File: src/rtl/mux_pkg.sv
// Shared constants and helpers for the 8-to-1 round-robin collector.
package mux_pkg;

    localparam int unsigned NUM_CH = 8;
    localparam int unsigned SEL_W  = 3;

    function automatic logic [SEL_W-1:0] onehot_to_idx(input logic [NUM_CH-1:0] oh);
        logic [SEL_W-1:0] idx;
        idx = '0;
        for (int i = 0; i < NUM_CH; i++) begin
            if (oh[i]) idx = idx | SEL_W'(i);
        end
        return idx;
    endfunction

endpackage

File: src/rtl/rr_arbiter8.sv
// Rotating-priority arbiter over 8 requesters; the pointer moves past the winner on advance.
module rr_arbiter8
    import mux_pkg::*;
(
    input  logic              clk,
    input  logic              rst,
    input  logic [NUM_CH-1:0] req,
    input  logic              advance,
    output logic [NUM_CH-1:0] grant,
    output logic [SEL_W-1:0]  grant_idx,
    output logic              any_grant
);

    logic [SEL_W-1:0] ptr_q, ptr_d;

    // Scan upward from the pointer; the 3-bit add wraps 7 -> 0 naturally.
    always_comb begin
        logic [SEL_W-1:0] idx;
        idx   = '0;
        grant = '0;
        for (int j = 0; j < NUM_CH; j++) begin
            idx = ptr_q + SEL_W'(j);
            if (grant == '0 && req[idx]) grant[idx] = 1'b1;
        end
    end

    assign grant_idx = onehot_to_idx(grant);
    assign any_grant = |grant;

    always_comb begin
        ptr_d = ptr_q;
        if (advance) ptr_d = grant_idx + SEL_W'(1);
    end

    always_ff @(posedge clk or posedge rst) begin
        if (rst) ptr_q <= '0;
        else     ptr_q <= ptr_d;
    end

endmodule

File: src/rtl/rr_mux8to1.sv
// 8-to-1 round-robin gather stage: one registered output word tagged with its source channel.
module rr_mux8to1
    import mux_pkg::*;
#(
    parameter int unsigned DATA_W = 8
) (
    input  logic                     clk,
    input  logic                     rst,
    input  logic [NUM_CH-1:0]        in_valid,
    input  logic [NUM_CH*DATA_W-1:0] in_data,
    output logic [NUM_CH-1:0]        in_ready,
    output logic                     out_valid,
    output logic [DATA_W-1:0]        out_data,
    output logic [SEL_W-1:0]         out_sel,
    input  logic                     out_ready
);

    logic              out_valid_q, out_valid_d;
    logic [DATA_W-1:0] out_data_q, out_data_d;
    logic [SEL_W-1:0]  out_sel_q, out_sel_d;

    logic [NUM_CH-1:0] grant;
    logic [SEL_W-1:0]  grant_idx;
    logic              any_grant;
    logic              can_load;
    logic [DATA_W-1:0] sel_data;

    assign can_load = !out_valid_q || out_ready;

    rr_arbiter8 u_arb (
        .clk       (clk),
        .rst       (rst),
        .req       (in_valid),
        .advance   (can_load && any_grant),
        .grant     (grant),
        .grant_idx (grant_idx),
        .any_grant (any_grant)
    );

    // Grant is one-hot, so an AND-OR select is sufficient.
    always_comb begin
        sel_data = '0;
        for (int i = 0; i < NUM_CH; i++) begin
            if (grant[i]) sel_data = sel_data | in_data[i*DATA_W +: DATA_W];
        end
    end

    // The register is empty during reset, so gate on rst to keep in_ready low then.
    assign in_ready = (can_load && !rst) ? grant : '0;

    always_comb begin
        out_valid_d = out_valid_q;
        out_data_d  = out_data_q;
        out_sel_d   = out_sel_q;
        if (can_load) begin
            out_valid_d = any_grant;
            if (any_grant) begin
                out_data_d = sel_data;
                out_sel_d  = grant_idx;
            end
        end
    end

    always_ff @(posedge clk or posedge rst) begin
        if (rst) begin
            out_valid_q <= 1'b0;
            out_data_q  <= '0;
            out_sel_q   <= '0;
        end else begin
            out_valid_q <= out_valid_d;
            out_data_q  <= out_data_d;
            out_sel_q   <= out_sel_d;
        end
    end

    assign out_valid = out_valid_q;
    assign out_data  = out_data_q;
    assign out_sel   = out_sel_q;

endmodule

File: config.mk
export PLATFORM = sky130hd
export DESIGN_NAME = rr_mux8to1
export DESIGN_NICKNAME = d
export VERILOG_FILES = /design/src/rtl/mux_pkg.sv /design/src/rtl/rr_arbiter8.sv /design/src/rtl/rr_mux8to1.sv
export SDC_FILE = /design/constraint.sdc
export NUM_CORES = 1
export LEC_CHECK = 0
export BUFFER_PORTS_ARGS = -buffer_cell sky130_fd_sc_hd__buf_2
export CORE_MARGIN = 1
export CORE_UTILIZATION = 61
export CTS_BUF_LIST = sky130_fd_sc_hd__clkbuf_8
export CTS_CLUSTER_SIZE = 12
export DETAILED_ROUTE_END_ITERATION = 6
export PLACE_DENSITY = 0.9
export SYNTH_ARGS = -nofsm -noshare
export SYNTH_HDL_FRONTEND = slang
export SYNTH_SLANG_ARGS = --single-unit
File: constraint.sdc
create_clock -name clk -period 14.3 [get_ports clk]
set_input_delay 2.86 -clock clk [delete_from_list [all_inputs] [get_ports clk]]
set_output_delay 2.86 -clock clk [all_outputs]
set_load 0.05 [all_outputs]
**After elaboration in Yosys (flattened, before gate mapping)**

Index checks and enable logic that the tools add are counted.
W data, S select, Z words.

- Equality and inequality tests: 0
- Add/sub/neg operators: 8
- Reduce and logical (&&, ||, !) cells: 29
- $mul: 0
- Divide/modulo/power cells: 0
- Multiplexer cells: 56
- Shift-type cells: 0
- Bitwise logic cells: 14
- Order comparisons: 16

Operator list:

| kind | number |
|---|---|
| $mux W8 | 17 |
| $or A8 B8 Y8 | 14 |
| $logic_not A8 Y1 | 7 |
| $lt A3 B4 Y1 const B | 8 |
| $bmux W1 S3 | 8 |
| $demux W1 S3 | 8 |
| $ge A3 B1 Y1 const B | 8 |
| $logic_and A1 B1 Y1 | 17 |
| $mux W1 | 17 |
| $add A3 B3 Y3 const B | 4 |
| $mux W3 | 4 |
| $reduce_or A8 Y1 | 1 |
| $add A3 B1 Y3 const B | 2 |
| $add A3 B2 Y3 const B | 2 |
| $mux W2 | 2 |
| $logic_not A1 Y1 | 2 |
| $reduce_and A2 Y1 | 1 |
| $logic_or A1 B1 Y1 | 1 |

- Bits of input ports: 75
- Register bits after elaboration: 15
- Bits in latches: 0
- Memories: 0
- RAM bits: 0
- Memory bits (read-only): 0

**Logic depth before layout (Yosys ltp)**

- Word-level depth: 41
- Gate-level depth with buffers: 26

**Cells and area by module**

A second synthesis with hierarchy kept.

- Cells, all modules: 401
- Area total of the unflattened synthesis: 3355.7 um2

By module, submodules not included:

| module | cells each | area an instance (um2) | instances |
|---|---|---|---|
| rr_arbiter8 | 316 | 2432.3 | 1 |
| rr_mux8to1 | 85 | 923.4 | 1 |

**Least setup slack after synthesis**

OpenSTA, ideal clock, no wires.

- Kind: input to output
- Start point: input in_valid[2]
- End point: output in_ready[3]
- Path slack: 4.687 ns
- Cell stages on the path: 14
- Arrival time: 6.753 ns
- Path buffers: 2
- Cell sequence: mux4_1 nand2_1 o211ai_4 a211o_2 or4_1 a31oi_1 o2111ai_4 o31ai_4 o31a_1 and4_1 buf_6 clkbuf_1 nand2_1 a21oi_1

- Word-level cells in the longest chain between the ends: 25
- Elaborated cells between the ends (all ways): 46
- Those cells by class: mux (25); bitwise (7); reduce/logical (14)

Ends and longest elaborated chain:

| element | line | RTL |
|---|---|---|
| start: declaration | rr_mux8to1.sv:9 | `input logic [NUM_CH-1:0] in_valid,` |
| $bmux W1 S3 | rr_arbiter8.sv:23 | `if (grant == '0 && req[idx]) grant[idx] = 1'b1;` |
| $mux W1 (not written as such) | rr_arbiter8.sv:23 |  |
| $mux W8 | rr_arbiter8.sv:23 |  |
| $logic_not A8 Y1 | rr_arbiter8.sv:23 |  |
| $logic_and A1 B1 Y1 | rr_arbiter8.sv:23 |  |
| $mux W8 | rr_arbiter8.sv:23 |  |
| $logic_not A8 Y1 | rr_arbiter8.sv:23 |  |
| $logic_and A1 B1 Y1 | rr_arbiter8.sv:23 |  |
| [... 9 more ...] | n/a |  |
| $mux W8 | rr_arbiter8.sv:23 |  |
| $logic_not A8 Y1 | rr_arbiter8.sv:23 |  |
| $logic_and A1 B1 Y1 | rr_arbiter8.sv:23 |  |
| $mux W8 | rr_arbiter8.sv:23 |  |
| $logic_not A8 Y1 | rr_arbiter8.sv:23 |  |
| $logic_and A1 B1 Y1 | rr_arbiter8.sv:23 |  |
| $mux W8 (*) | rr_arbiter8.sv:23 |  |
| $mux W8 (*) | rr_mux8to1.sv:49 | `assign in_ready = (can_load && !rst) ? grant : '0;` |
| end: declaration | rr_mux8to1.sv:11 | `output logic [NUM_CH-1:0] in_ready,` |

Mark *: on every way between the ends. The rest lies on a longest branch, timed or not. The select of a mux whose other input is x is not followed.

**Worst setup path in the final report**

- Start point: register u_arb.ptr_q[0]
- End point: output in_ready[2]

- Word-level cells in the longest chain between the ends: 27
- Elaborated cells between the ends (all ways): 93
- Those cells by class: add/sub (7); order compare (16); mux (41); bitwise (7); reduce/logical (22)

Ends and longest elaborated chain:

| element | line | RTL |
|---|---|---|
| start: declaration | rr_arbiter8.sv:14 | `logic [SEL_W-1:0] ptr_q, ptr_d;` |
| start signal: assignment | rr_arbiter8.sv:37 | `else ptr_q <= ptr_d;` |
| branches (longest 25 deep; another with $lt A3 B4 Y1) | n/a |  |
| $mux W8 (*) | rr_arbiter8.sv:23 |  |
| $mux W8 (*) | rr_mux8to1.sv:49 |  |

Mark *: on every way between the ends. The select of a mux whose other input is x is not followed.

==> results.md <==
- CTS Buf Count: 3
- Worst hold slack: about 0.48 ns
- CTS root buf: clkbuf_8
- Cell Area, Placed: 4309 sq um
- Area Growth Syn to Fin: 12.69%
- Worst setup margin: 2.992 ns
- Final Wtd Congestion: 1.017
- Hold Vio Cnt, Final: 0
- Via Count: 5206
- RSZ-0062 raised after global routing: no
- Reg clk slew, reported paths: roughly 0.06 ns
- Largest net degree at the start of global routing: 38
- Die height: between 80 and 90 microns
- WP data arrival: 8.45 ns
- GR Overflow Total: 0
- Routed WL: 16.01 mm
- Number of enable flip-flop cells after synthesis: 0
- Slew Viols, Final: 0
- Starting Density: 0.6412
- Vias in the first global route: approximately 4.8k
- Sink Count: 15
- Global-route wire length before repair: about 24 mm
- Synthesized Nets: roughly 600
- Number of filler instances in the final layout: 460
- Cell count after synthesis: 501
- Post-CTS Hold Buffers: 0
- Yosys cell types: just under 90
- Final period util: 0.7908
- Endpoint class of the critical path: output pin
- Crit-path leading delay family: simple AND/OR/NAND/NOR gates
- Cell area after layout: 4354 sq um
- # port buffers: 94
- Drt first pass iters: 7
- CP required: 11.44 ns
- Cell Area, Synth: 3864 sq um
- Clk_lat worst skew: around 0.25 ns
- Setup_tns: 0 ns
- HPWL Detailed: 11.40 mm
- Count of buffer and inverter cells on the critical path: 4
- Nets: 656
- Drt drc: 0
- Crit path cell chain: clkinv_1 > ha_1 > buf_4 > mux4_2 > nand2_1 > a31oi_2 > and2_1 > nor4_1 > a21oi_1 > o2111ai_4 > o211ai_2 > nor3_1 > nand3_1 > o221ai_1 > buf_4 > nor2b_1 > buf_2
- Core area: 6026 sq um
- Worst clock skew: 0.001601 ns
- Status: complete, no violations
- Final setup viols: 0
- CP Launch Type: register
- Clk buf depth: 2
- Tot GR Track Use: 0.4817
- WL per Instance: 24.71 microns
- Iter 0 DRT Violations: ~1.1k
- Initial antenna violation count: 0
- CTS tree: done
- CTS H-Tree Depth: 1
- Register area share after synthesis: 0.09715
- Seq cells post-synth: 15
- Worst Tran Pin Value: 1.299 ns
- Synth warn: 0
- Top_reg_cell synth: dfrtp_1
- Slowest stage delay, CP: about 1.2 ns
- Crit path time final: about 11 ns
- Max FO, Critical Path: 37
- Layout cell share with drive strength beyond 1: 0.2670
- Post-Syn Area per Cell: 7.712 sq um
- Resized Gates After CTS: 0
- Most used cell, CP: buf_4
- Fmax: about 88 MHz
- Ant diodes: 0
- Post-route antenna net violation count: 0
- Asr flop ratio synth: 1.000
- Die area: 6656 sq um
- Die X-Extent: 81.59 microns
- Number of max-cap violations: 0
- Buffer count from post-CTS setup fixing: 0
- Routed vias/inst: 8.034
- Slew Limit Headroom: 0.1343
- Critical path class: reg -> out
- Worst path slowest cell: dfrtp_1
- Pre-CTS WS: 3.895 ns
- Worst hold path type: reg -> reg
- Top-Level Pins: 95
- Num rows: 28
[placed cells by master, fill, tap and decap left out, types with 9 or more instances in the layout]
cell      count
a211oi_1      9
a21o_1        9
a21oi_1      21
a22o_1       11
a22oi_1      36
a31oi_1      13
buf_2        94
buf_4         9
dfrtp_1      15
inv_1        14
mux2_4        9
mux2i_1      13
mux4_2        9
nand2_1      67
nand3_1      21
nand4_1      11
nor2_1       30
nor3_1        9
o21ai_0      29
[routing by layer]
| layer | track usage | vias to the layer above | routed length (microns) |
|---|---|---|---|
| met3 | 0.1533 | 150 | 2731 |
| met2 | 0.7075 | 596 | 6754 |
| met1 | 0.6435 | 2315 | 5624 |
| li1 | - | 2145 | - |
| met4 | 0.2088 | 0 | 900 |
| met5 | 0 | - | 0 |
[through the flow]
step | utilization | cells
after global routing | 0.7226 | 648
after floorplan | - | 501
after detailed placement | 0.7151 | 644
after global placement | 0.7151 | 644
final | 0.7226 | 648
after CTS | 0.7226 | 648
[registers in the layout, summed over array words and instances (netlist names)]
signal	flops
out_data	8
out_sel	3
u_arb.ptr_q	3
out_valid	1
[cell families after synthesis]
family	after synthesis	share of synthesized area
AOI/OAI and AO/OA	199	0.4064
and+or+nand+nor	190	0.2516
buffers and inverters	49	0.06185
muxes	37	0.1464
DFF	15	0.09715
adders and majority gates	7	0.02267
xor gates and xnor gates	4	0.01393
[cell type report]
type | count | area [sq um] | share of cell area
clock buffers | 3 | 41.29 | 0.009483
clock inverters | 1 | 3.754 | 0.0008621
repair buffers | 103 | 538.0 | 0.1236
well taps | 75 | 93.84 | 0.02155
flip-flops and latches | 15 | 375.4 | 0.08621
inverters | 14 | 52.55 | 0.01207
multi-input cells | 437 | 3249 | 0.7463
[worst paths after layout]
path | startpoint | to | slack, ns | cells past startpoint
setup / recovery | u_arb.ptr_q[0]$_DFFE_PP0P_ | in_ready[2] | 2.99 | 17
hold / removal | out_sel[0]$_DFFE_PP0P_ | out_sel[0]$_DFFE_PP0P_ | 0.48 | 1
setup reg to reg | u_arb.ptr_q[0]$_DFFE_PP0P_ | out_data[4]$_DFFE_PP0P_ | 5.24 | 18
max in group asynchronous | rst | u_arb.ptr_q[1]$_DFFE_PP0P_ | 11.24 | 2
hold reg to reg | out_sel[0]$_DFFE_PP0P_ | out_sel[0]$_DFFE_PP0P_ | 0.48 | 1
min in group asynchronous | rst | out_data[7]$_DFFE_PP0P_ | 2.68 | 2
[cells in the mapped netlist, drive strengths merged (4+ instances only)]
library cell	number	area, sq um
mux2i	13	130.1
nor3	10	55.05
a221oi	5	43.79
o211a	4	40.04
a21o	9	67.56
nand3	23	125.1
a22oi	37	291.5
and2	6	37.54
nor2	31	118.9
dfrtp	15	375.4
buf	17	117.6
a31oi	14	93.84
ha	7	87.58
mux2	13	180.2
o211ai	6	63.81
nor4	4	40.04
o21ai	30	150.1
a22o	11	96.34
mux4	11	255.2
nand2b	6	37.54
a211oi	9	67.56
o2bb2ai	6	52.55
nand2	67	251.5
o31ai	9	95.09
a21oi	22	121.4
clkbuf	18	68.81
o2111ai	5	67.57
inv	13	48.80
and3	6	37.54
nor2b	8	50.05
nand4	11	68.82
Power is left out: the tool's default activity adds up to more than one toggle a clock period on the data nets, which glitch-free logic cannot reach.
